[config.mk]
export PLATFORM = sky130hd
export DESIGN_NAME = aes_round_ctrl
export DESIGN_NICKNAME = d
export VERILOG_FILES = /design/src/rtl/aes_round_ctrl.sv
export SDC_FILE = /design/constraint.sdc
export NUM_CORES = 1
export LEC_CHECK = 0
export CAP_MARGIN = 10
export CORE_AREA = 2 2 308 310
export DETAILED_ROUTE_END_ITERATION = 8
export DIE_AREA = 0 0 310 312
export GPL_ROUTABILITY_DRIVEN = 1
export PLACE_DENSITY_LB_ADDON = 0.3
export RECOVER_POWER = 100
export SLEW_MARGIN = 20
export SYNTH_ARGS = -nofsm -noshare
export SYNTH_HDL_FRONTEND = slang
export SYNTH_SLANG_ARGS = --single-unit
[constraint.sdc]
create_clock -name clk -period 4.09 [get_ports clk]
set_clock_uncertainty 0.1 [all_clocks]
set_input_delay 0.818 -clock clk [delete_from_list [all_inputs] [get_ports clk]]
set_output_delay 0.818 -clock clk [all_outputs]
set_load 0.05 [all_outputs]
[src/rtl/aes_round_ctrl.sv]
// aes_round_ctrl: iterative AES encryption sequencer for one shared registered round unit
// and an indexed round-key store; whitening is done here, rounds 1..NR by the round unit.
module aes_round_ctrl #(
    parameter int NR    = 10,
    parameter int CNT_W = 16
) (
    input  logic             clk,
    input  logic             rst_n,
    input  logic             abort,
    input  logic             key_valid,
    input  logic             in_valid,
    output logic             in_ready,
    input  logic [127:0]     in_data,
    output logic             out_valid,
    input  logic             out_ready,
    output logic [127:0]     out_data,
    output logic [3:0]       key_idx,
    input  logic [127:0]     round_key,
    output logic             rnd_en,
    output logic             rnd_skip_mc,
    output logic [127:0]     rnd_state_in,
    output logic [127:0]     rnd_key,
    input  logic [127:0]     rnd_state_out,
    output logic             busy,
    output logic [CNT_W-1:0] blk_count
);
    typedef enum logic [1:0] {IDLE, RUN, DONE} state_t;
    localparam logic [3:0] LAST = 4'(NR);
    state_t       state, state_nx;
    logic [3:0]   rnd, rnd_nx;
    logic [127:0] wst;
    logic         accept, retire;
    assign accept    = state == IDLE && state_nx == RUN;
    assign retire    = state == DONE && out_ready && !abort;
    assign busy      = state != IDLE;
    assign out_data  = rnd_state_out;
    assign rnd_key   = round_key;
    always_comb begin
        state_nx     = state;
        rnd_nx       = rnd;
        in_ready     = 1'b0;
        out_valid    = 1'b0;
        rnd_en       = 1'b0;
        rnd_skip_mc  = 1'b0;
        key_idx      = 4'd0;
        rnd_state_in = wst;
        case (state)
            IDLE: begin
                in_ready = key_valid;
                state_nx = in_valid && key_valid ? RUN : IDLE;
                rnd_nx   = in_valid && key_valid ? 4'd1 : rnd;
            end
            RUN: begin
                rnd_en       = !abort;
                key_idx      = rnd;
                rnd_skip_mc  = rnd == LAST;
                rnd_state_in = rnd == 4'd1 ? wst : rnd_state_out;
                state_nx     = rnd == LAST ? DONE : RUN;
                rnd_nx       = rnd == LAST ? rnd : rnd + 4'd1;
            end
            DONE: begin
                out_valid = 1'b1;
                key_idx   = LAST;
                state_nx  = out_ready ? IDLE : DONE;
            end
            default: state_nx = IDLE;
        endcase
        // abort overrides every transition, including accept and hand-off
        if (abort) begin
            state_nx = IDLE;
            rnd_nx   = 4'd0;
        end
    end
    always_ff @(posedge clk or negedge rst_n) begin
        if (!rst_n) begin
            state     <= IDLE;
            rnd       <= 4'd0;
            wst       <= '0;
            blk_count <= '0;
        end else begin
            state <= state_nx;
            rnd   <= rnd_nx;
            if (accept)
                wst <= in_data ^ round_key;
            if (retire)
                blk_count <= blk_count + CNT_W'(1);
        end
    end
endmodule

==> summary.txt <==
Worst setup path
  • R2R depth: 8
  • Crit Path Category: reg2out
  • Worst reg2reg path endpoint: wst[43]$_DFFE_PN0P_
  • Worst EP required: 3.17 ns
  • Largest stage delay on the critical path: 0.77 ns
  • R2R Path Start: state[1]$_DFF_PN0_
  • WP data arrival: 2.93 ns
  • Critical Path Sink Type: output port
  • Setup crit start kind: register
  • Critical-path top delay cell: dlygate4sd3_1
  • Cells along the critical path: inv_1, ha_1, nand2_1, nand2_4, buf_12, mux2_2, dlygate4sd3_1
  • R2r setup slk: 0.55 ns
  • CP max FO: 25

Clocking
  • Post-cts resize count: 0
  • Clk slew on worst S/H paths: 0.07 ns
  • CTS tree: done
  • Setup Fix Bufs, Post-CTS: 0
  • CTS H-Tree Depth: 4
  • # hold bufs at CTS: 0
  • Clk Latency, worst-skew pair: 0.49 ns
  • CTS buffer count: 17
  • CTS sink cnt: 150
  • Root buffer cell: clkbuf_16
  • Clock Tree Buf Depth: 2

Placement
  • GP Congestion: 0.8568
  • I/O Buffers: 798
  • Placed wire-length estimate: 36050 µm
  • Place WS: 0.6166 ns

Yosys
  • Synth warn: 0
  • Ys async rst share: 100.0%
  • Area contributors post-synth: dfrtp_1 34%, buf_4 17%, mux2_4 16%, mux2_2 14%, xor2_1 10%
  • Yosys reg bits: 150
  • Area leader, netlist: dfrtp_1
  • Syn Std Cell Area: 11130 µm²
  • Syn avg cell area: 12.21 µm²
  • Share of the synthesized area in the top cell type: 33.73%
  • Synth cell count leaders: 256 x buf_4, 150 x dfrtp_1, 137 x mux2_2, 132 x xor2_1, 120 x mux2_4
  • Mapped Cells: 911
  • Syn Nets: 1309
  • Synth cell types: 37
  • Seq/Total Area, Yosys: 33.73%
  • Most frequent cell after synthesis: buf_4
  • Post-synth EDFFs: 0
  • Ys flop type: dfrtp_1

Power and ir drop
  • Combinational cell fraction of total power: 53.4%
  • Clock Power Share: 20.8%
  • Internal: 4488 µW
  • Cell leakage power: 0.007358 µW
  • Switching Share: 46.88%
  • Pwr Density: 459.5 nW/µm²
  • Worst vdd ir: 223.7 µV
  • Switching power: 3961 µW
  • Total power draw: 8449 µW
  • Sequential power share: 25.9%

Drt
  • # DRC: 0
  • Total number of vias: 8404
  • Drt wl/cell: 15.84 µm
  • Initial drt markers: 234
  • Final wirelength: 43200 µm
  • Via density: 3.081
  • Remaining antenna violation count: 0
  • Drt first pass iters: 4

Status
  • Failing checks: max-capacitance violations, max-slew violations
  • Status: complete, but fails checks

GRT
  • Gr busiest metal: met2
  • M1 GR Usage: 9.327%
  • Initial antenna violation count: 4
  • GR Util met2: 15.89%
  • Vias in the first global route: 9510
  • Largest net degree at the start of global routing: 70
  • Met3 Use GR: 2.163%
  • Gr usage total: 8.649%
  • Total gr overflow: 0
  • First-pass GRT wire length: 61490 µm

Cells and area
  • Area of the multi-input gates: 4668 µm²
  • Area Overhead vs Synth: 65.26%
  • Share of layout cells above drive strength 1: 16.77%
  • FILL cells: 10290
  • Final core utilization: 19.76%
  • Nets: 1858
  • Sequential cell area: 3754 µm²

STA
  • Fin crit share: 94.07%
  • Hold Slack: 0.3841 ns
  • RSZ-0062 raised after global routing: no
  • Slew Viols, Final: 128
  • Worst slew margin: -22.94%
  • Period minus WS final: 3.847 ns
  • Final setup vio count: 0
  • Sum Neg Setup Slack: 0 ns
  • Worst slew pin tran: 1.844 ns
  • Fin. Hold Viols: 0
  • Final WS setup: 0.2426 ns
  • Maximum clock rate: 0.2599 GHz

Job
  • MaxCap Viol Count: 3

Min path
  • Worst Hold End: wst[78]$_DFFE_PN0P_
  • Worst hold path depth: 1
  • Hold_sp: wst[78]$_DFFE_PN0P_
  • HP Class: reg2reg

Floorplan
  • Row count: 112
  • Initial Util: 11.96%
  • Die H: 312 µm
  • Die span in x: 310 µm
  • Placeable Area: 93050 µm²
  • Die Footprint: 96720 µm²
  • Io pins: 799
[power groups by stage]
stage / Clock, µW / Sequential (µW) / Combinational [µW]
2_1_floorplan: 0 / 2100 / 3660
3_3_place_gp: 0 / 2250 / 5200
3_5_place_dp: 0 / 2230 / 5200
4_1_cts: 1880 / 2220 / 5210
5_1_grt: 1920 / 2250 / 4730
6_report: 1750 / 2180 / 4510
[cells in the final DEF (no fill, tap or decap), drive strengths merged, types with 3 or more instances in the layout]
cell type and count:
a21oi 6, bufinv 3, ha 8, o21ai 3
nand3 6, xor2 132, clkdlybuf4s50 387, clkinv 3
nand2 11, dfrtp 150, clkbuf 93, mux2 257
nor2 6, and2 5, nor2b 4, buf 15
inv 13, nand4 3, xnor2 11, dlygate4sd3 336
[layer usage]
layer | vias up | part of all wire (%)
met4 | 0 | 2.7
met1 | 4004 | 38
met2 | 451 | 53
met5 | - | 0
li1 | 3908 | -
met3 | 41 | 6.5
[through the flow]
step	instances	area [µm²]
2_1_floorplan	911	11130
3_3_place_gp	2695	18480
3_5_place_dp	2695	18480
4_1_cts	2727	19090
5_1_grt	2728	18390
6_report	2728	18390
[registers in the layout, indices dropped and copies added, names as in the netlist]
| name | flops |
|---|---|
| wst | 128 |
| blk_count | 16 |
| rnd | 4 |
| state | 2 |
[worst max-delay path, delay by kind of cell (launching register included)]
| family | cells | cell delay [ns] |
|---|---|---|
| multiplexers | 1 | 0.37 |
| adder cells (fa/ha/maj) | 1 | 0.14 |
| AND/OR/NAND/NOR | 2 | 0.37 |
| buffers and inverters | 3 | 1.09 |
| flip-flops | 1 | 0.44 |
[logic make-up after synthesis]
| family | Yosys count | synth area share, % |
|---|---|---|
| adder cells (fa/ha/maj) | 8 | 0.8996 |
| AO/OA/AOI/OAI | 13 | 0.8547 |
| multiplexers | 257 | 30.06 |
| flip-flops | 150 | 33.73 |
| AND/OR/NAND/NOR | 48 | 2.631 |
| XOR/XNOR | 143 | 11.26 |
| buffers and inverters | 292 | 20.57 |
[area by class of cell]
type | instances | area share (%)
diodes | 1 | 0.01361
clock buffers | 17 | 2.313
clock inverters | 15 | 1.048
inverters | 6 | 0.1225
multi-input cells | 469 | 25.39
flip-flops and latches | 150 | 20.41
well taps | 1254 | 8.532
repair buffers | 816 | 42.17
[how the worst max path moves through the flow]
stage	to	cells after the start	startpoint	slack, ns
after floorplan	key_idx[1]	4	state[0]$_DFF_PN0_	1.39
after global placement	rnd_en	3	abort	0.66
after detailed placement	wst[110]$_DFFE_PN0P_	7	abort	0.62
after CTS	rnd_state_in[49]	7	rnd[1]$_DFFE_PN0P_	0.19
after global routing	rnd_state_in[49]	7	rnd[1]$_DFFE_PN0P_	0.06
final	rnd_state_in[49]	7	rnd[1]$_DFFE_PN0P_	0.24
(Power assumes the default switching activity.)
